$ cat src/rtl/pattern_sweep_pkg.sv
// Shared types, mode encodings and MISR step function for the pattern sweep engine.
package pattern_sweep_pkg;

  typedef enum logic [1:0] {IDLE, DRIVE, EMIT, DONE} sweep_state_t;

  localparam logic MODE_SWEEP  = 1'b0;
  localparam logic MODE_SINGLE = 1'b1;

  // Widest signature misr_next can handle; callers zero-extend into it.
  localparam int MISR_MAX_W = 64;

  function automatic logic [MISR_MAX_W-1:0] misr_next(
    input logic [MISR_MAX_W-1:0] sig,
    input logic [MISR_MAX_W-1:0] data,
    input logic [MISR_MAX_W-1:0] poly,
    input int                    width
  );
    logic [MISR_MAX_W-1:0] mask;
    logic [MISR_MAX_W-1:0] top;
    logic [MISR_MAX_W-1:0] nxt;
    mask = (width >= MISR_MAX_W) ? '1 : ((MISR_MAX_W'(1) << width) - MISR_MAX_W'(1));
    top  = sig >> (width - 1);
    nxt  = (sig << 1) ^ (top[0] ? poly : '0) ^ data;
    return nxt & mask;
  endfunction

endpackage

$ cat src/rtl/sweep_misr.sv
// Multiple-input signature register: load seeds it, enable folds one response in.
// Single-cycle update; no flow control of its own.
module sweep_misr
  import pattern_sweep_pkg::*;
#(
  parameter int               SIG_W = 16,
  parameter logic [SIG_W-1:0] POLY  = 16'h002D,
  parameter int               OUT_W = 1,
  parameter logic [SIG_W-1:0] SEED  = '0
) (
  input  logic             CK,
  input  logic             reset,
  input  logic             load,
  input  logic             enable,
  input  logic [OUT_W-1:0] data,
  output logic [SIG_W-1:0] signature
);

  always_ff @(posedge CK or posedge reset) begin
    if (reset) begin
      signature <= '0;
    end else if (load) begin
      signature <= SEED;
    end else if (enable) begin
      signature <= SIG_W'(misr_next(MISR_MAX_W'(signature), MISR_MAX_W'(data),
                                    MISR_MAX_W'(POLY), SIG_W));
    end
  end

endmodule

$ cat src/rtl/pattern_sweep_capture.sv
// Drives every (or one) IN_W-bit pattern into a DUT, captures its output after SETTLE cycles.
// One beat per >= SETTLE+1 cycles; a stalled resp_ready holds the beat and pauses the sweep.
module pattern_sweep_capture
  import pattern_sweep_pkg::*;
#(
  parameter int               IN_W     = 2,
  parameter int               OUT_W    = 1,
  parameter int               SETTLE   = 1,
  parameter int               SIG_W    = 16,
  parameter logic [SIG_W-1:0] POLY     = 16'h002D,
  parameter logic [SIG_W-1:0] SIG_SEED = '0
) (
  input  logic             CK,
  input  logic             reset,
  input  logic             start,
  input  logic             mode,
  input  logic [IN_W-1:0]  pat_in,
  input  logic             abort,
  output logic [IN_W-1:0]  dut_in,
  input  logic [OUT_W-1:0] dut_out,
  output logic             resp_valid,
  input  logic             resp_ready,
  output logic [IN_W-1:0]  resp_pat,
  output logic [OUT_W-1:0] resp_data,
  output logic             busy,
  output logic             done,
  output logic [SIG_W-1:0] signature
);

  localparam int              CNT_W       = (SETTLE > 1) ? $clog2(SETTLE) : 1;
  localparam logic [CNT_W-1:0] SETTLE_LAST = CNT_W'(SETTLE - 1);

  sweep_state_t     state, state_next;
  logic [IN_W-1:0]  pattern;
  logic [CNT_W-1:0] settle_cnt;
  logic             mode_q;
  logic             launch, capture, advance, finish, quit;

  assign dut_in = pattern;

  always_ff @(posedge CK or posedge reset) begin
    if (reset) state <= IDLE;
    else       state <= state_next;
  end

  always_comb begin
    state_next = state;
    launch     = 1'b0;
    capture    = 1'b0;
    advance    = 1'b0;
    finish     = 1'b0;
    quit       = 1'b0;
    case (state)
      IDLE, DONE: begin
        if (start) begin
          launch     = 1'b1;
          state_next = DRIVE;
        end
      end
      DRIVE: begin
        if (abort) begin
          quit       = 1'b1;
          state_next = IDLE;
        end else if (settle_cnt == SETTLE_LAST) begin
          capture    = 1'b1;
          state_next = EMIT;
        end
      end
      EMIT: begin
        // abort wins over a handshake in the same cycle
        if (abort) begin
          quit       = 1'b1;
          state_next = IDLE;
        end else if (resp_valid && resp_ready) begin
          if (mode_q == MODE_SINGLE || &pattern) begin
            finish     = 1'b1;
            state_next = DONE;
          end else begin
            advance    = 1'b1;
            state_next = DRIVE;
          end
        end
      end
      default: state_next = IDLE;
    endcase
  end

  always_ff @(posedge CK or posedge reset) begin
    if (reset) begin
      pattern    <= '0;
      settle_cnt <= '0;
      mode_q     <= MODE_SWEEP;
      resp_valid <= 1'b0;
      resp_pat   <= '0;
      resp_data  <= '0;
      busy       <= 1'b0;
      done       <= 1'b0;
    end else begin
      busy <= (state_next == DRIVE) || (state_next == EMIT);
      done <= (state_next == DONE);

      if (launch) begin
        pattern    <= (mode == MODE_SWEEP) ? '0 : pat_in;
        settle_cnt <= '0;
        mode_q     <= mode;
      end else if (advance) begin
        pattern    <= pattern + 1'b1;
        settle_cnt <= '0;
      end else if (state == DRIVE) begin
        settle_cnt <= settle_cnt + 1'b1;
      end

      if (capture) begin
        resp_valid <= 1'b1;
        resp_pat   <= pattern;
        resp_data  <= dut_out;
      end else if (quit || advance || finish) begin
        resp_valid <= 1'b0;
      end
    end
  end

  sweep_misr #(
    .SIG_W (SIG_W),
    .POLY  (POLY),
    .OUT_W (OUT_W),
    .SEED  (SIG_SEED)
  ) u_misr (
    .CK        (CK),
    .reset     (reset),
    .load      (launch),
    .enable    (capture),
    .data      (dut_out),
    .signature (signature)
  );

endmodule

$ cat config.mk
export PLATFORM = sky130hd
export DESIGN_NAME = pattern_sweep_capture
export DESIGN_NICKNAME = d
export VERILOG_FILES = /design/src/rtl/pattern_sweep_pkg.sv /design/src/rtl/sweep_misr.sv /design/src/rtl/pattern_sweep_capture.sv
export SDC_FILE = /design/constraint.sdc
export NUM_CORES = 1
export LEC_CHECK = 0
export BUFFER_PORTS_ARGS = -buffer_cell sky130_fd_sc_hd__buf_2
export CAP_MARGIN = 10
export CELL_PAD_IN_SITES_DETAIL_PLACEMENT = 1
export CELL_PAD_IN_SITES_GLOBAL_PLACEMENT = 1
export CORE_MARGIN = 5
export CORE_UTILIZATION = 38
export DETAILED_ROUTE_END_ITERATION = 12
export PLACE_DENSITY_LB_ADDON = 0.3
export SLEW_MARGIN = 20
export SYNTH_ARGS = -nofsm -noshare
export SYNTH_HDL_FRONTEND = slang
export SYNTH_SLANG_ARGS = --single-unit
export TNS_END_PERCENT = 10
$ cat constraint.sdc
create_clock -name CK -period 2.25 [get_ports CK]
set_input_delay 0 -clock CK [delete_from_list [all_inputs] [get_ports CK]]
set_output_delay 0 -clock CK [all_outputs]
set_load 0.02 [all_outputs]
==> flow_summary.yaml <==
synthesis:
  synth_top_area_cell: "dfrtp_1"
  synth_warnings: 0
  ys_ff_latch: 28
  syn_area_um2: 1285
  syn_inst: 135
  synthTopCellsByArea: "dfrtp_1 55%, nand2_1 11%, a21oi_1 7.0%"
  synth.avg_cell_area_um2: 9.518
  ys_seq_area_share_pct: 54.53
  synth_top_cell_area_share_pct: 54.53
  synth_cell_types: 29
  syn_nets: 148
route:
  dr.pass1.iters: 3
  ant_nets: 0
  vias: 1076
  wl_per_cell_um: 13.70
  drcViolationCount: 0
  wl_mm: 2.986
  vias_per_cell: 4.936
  dr.first_iter.drc_count: 48
critical_path:
  r2r-start: "state[0]"
  crit_path_end_kind: "register"
  cp-start-kind: "register"
  r2r-end: "busy"
  cpMaxStageDelayCell: "dfrtp_1"
  cpMostUsedCell: "ha_1"
  critPathMaxStageDelay_ns: 0.41
  cp_cell_sequence: "inv_1 -> ha_1 -> and2_1 -> o32a_1 -> ha_1"
  rrSetupSlack_ns: 0.49
  required_ns: 2.47
  critPathKind: "register to register"
  r2r_cells: 5
  cp_max_fo: 7
  cp.arrival_ns: 1.98
timing:
  setup_tns_ns: 0
  period_needed_ns: 1.756
  period_share_pct: 78.04
  slew_headroom_pct: 63.66
  worstMarginPinSlew_ns: 0.5452
  finClkSkew_ns: 0.005712
  max_freq_ghz: 0.5695
  slew_viol_final: 0
  setup_viol_count_final: 0
  rsz0062_at_grt: "false"
  hold_viol: 0
grt:
  antenna_found_initial: 0
  grt_pass1_vias: 1181
  grt_pass1_wl_mm: 5.188
  overflow: 0
  grt_max_degree: 29
  grt_use_total_pct: 14.56
status:
  status: "completed"
final_layout:
  fin_nets: 186
  utilization_pct: 48.00
  layout_commonest_cell: "nand2_1"
  nFillCells: 415
  fin_area_um2: 1589
  layout-drive-gt1-share_pct: 25.00
  mostFrequentLayoutCells: "37 x nand2_1, 32 x buf_2, 28 x dfrtp_1, 18 x a21oi_1, 8 x nor2_1"
  syn2layout_area_growth_pct: 23.66
  final_cells: 218
  n_antenna_cell: 0
placement:
  dpl.cell_count: 209
  place.gp.congestion: 0.7326
  dp_hpwl_mm: 2.161
  place_area_um2: 1503
  numPortBuffers: 32
power:
  cellLeakagePower_nw: 0.7631
  p_per_area_nw_per_um2: 1080
  vdd_drop_max_v: 0.0004346
  total_power_mw: 1.716
die:
  initial_core_util_pct: 38.81
  rows: 21
  die_area_um2: 4644
  die_x_um: 68.15
  ios: 33
  coreArea_um2: 3311
  die-height_um: 68.15
cts:
  clkLatencyLatePin_ns: 0.32
  tritoncts: "built"
  clkSlewWorstSetupHoldPaths_ns: 0.15
  ctsHtreeMaxLevel: 1
  cts.path.max_buffers: 2
  cts-root-buf: "clkbuf_4"
  postCtsSetupBuffers: 0
  numCtsBuffers: 3
  cts.sinks: 28
worst_hold_path:
  hold_start: "start"
  hold_path.class: "input pin to register"
  hold_path_end: "state[1]"
  hold_depth: 3
run:
  drv_cap: 0
[synthesized netlist by cell type, drive strengths merged]
master / n
nor3b: 1
nand2: 37
o211ai: 1
a211oi: 4
and2: 1
o221ai: 1
nor2b: 1
a21boi: 1
inv: 5
xnor2: 5
dfrtp: 28
nor3: 1
or3b: 1
a21oi: 18
nand3: 1
nor2: 8
or3: 2
ha: 4
o32a: 1
o21ai: 4
clkbuf: 2
nand3b: 1
a31oi: 1
o31a: 1
buf: 5
[worst max-delay path by stage]
stage                     startpoint                    to  cells past startpoint
after detailed placement    state[1]   u_misr.signature[5]                      6
after global routing        state[1]  u_misr.signature[10]                      5
after CTS                   state[1]   u_misr.signature[5]                      6
after floorplan             state[0]                  busy                      6
final                       state[0]                  busy                      5
after global placement      state[1]   u_misr.signature[9]                      5
[report_power, final]
part / internal (mW) / switching, mW / leakage (nW) / total (mW)
combinational: 0.279 / 0.455 / 0.371 / 0.734
sequential: 0.633 / 0.104 / 0.371 / 0.737
clock: 0.0988 / 0.146 / 0.0210 / 0.245
total: 1.01 / 0.705 / 0.763 / 1.72
[final cells by class]
| type | count | area, µm² | area share (%) |
|---|---|---|---|
| flip-flops and latches | 28 | 700.7 | 44.09 |
| well taps | 46 | 57.56 | 3.622 |
| inverters | 5 | 18.77 | 1.181 |
| multi-input cells | 95 | 530.5 | 33.39 |
| clock buffers | 4 | 36.28 | 2.283 |
| repair buffers | 40 | 245.2 | 15.43 |
[logic make-up after synthesis]
group                    synth area share, %
buffers and inverters                  4.188
flip-flops                             54.53
AND/OR/NAND/NOR                        18.89
AO/OA/AOI/OAI                          15.09
adder cells (fa/ha/maj)                3.895
XOR/XNOR                               3.408
[critical path: cells and delay by family (launching register included)]
family                   cells  cell delay [ns]
AO/OA/AOI/OAI                1             0.34
flip-flops                   1             0.41
AND/OR/NAND/NOR              1             0.21
adder cells (fa/ha/maj)      2             0.64
buffers and inverters        1             0.06
[registers in the layout, indices dropped and copies added (netlist names)]
name / count
busy: 1
done: 1
dut_in: 2
mode_q: 1
resp_data: 1
resp_pat: 2
resp_valid: 1
settle_cnt: 1
state: 2
u_misr.signature: 16
[routing by layer]
metal / up-vias / wire, µm / GRT usage, %
li1: 524 / - / -
met1: 531 / 1273 / 16.31
met2: 19 / 1575 / 28.40
met3: 2 / 119 / 1.970
met4: 0 / 18 / 3.722
met5: - / 0 / 0
[per-stage QoR]
stage / hold slack, ns / setup WS, ns
2_1_floorplan: 0.06541 / 0.4680
3_3_place_gp: 0.08138 / 0.5728
3_5_place_dp: 0.08733 / 0.4987
4_1_cts: 0.03491 / 0.4791
5_1_grt: 0.05413 / 0.3687
6_report: 0.04457 / 0.4941
[repair_timing]
action                                 in CTS  in global routing
hold buffers                                5                  0
setup endpoints to repair                   0                  0
resized for setup                           0                  0
endpoints found under the hold margin      33                  0
Power figures use the tool's default switching activity.
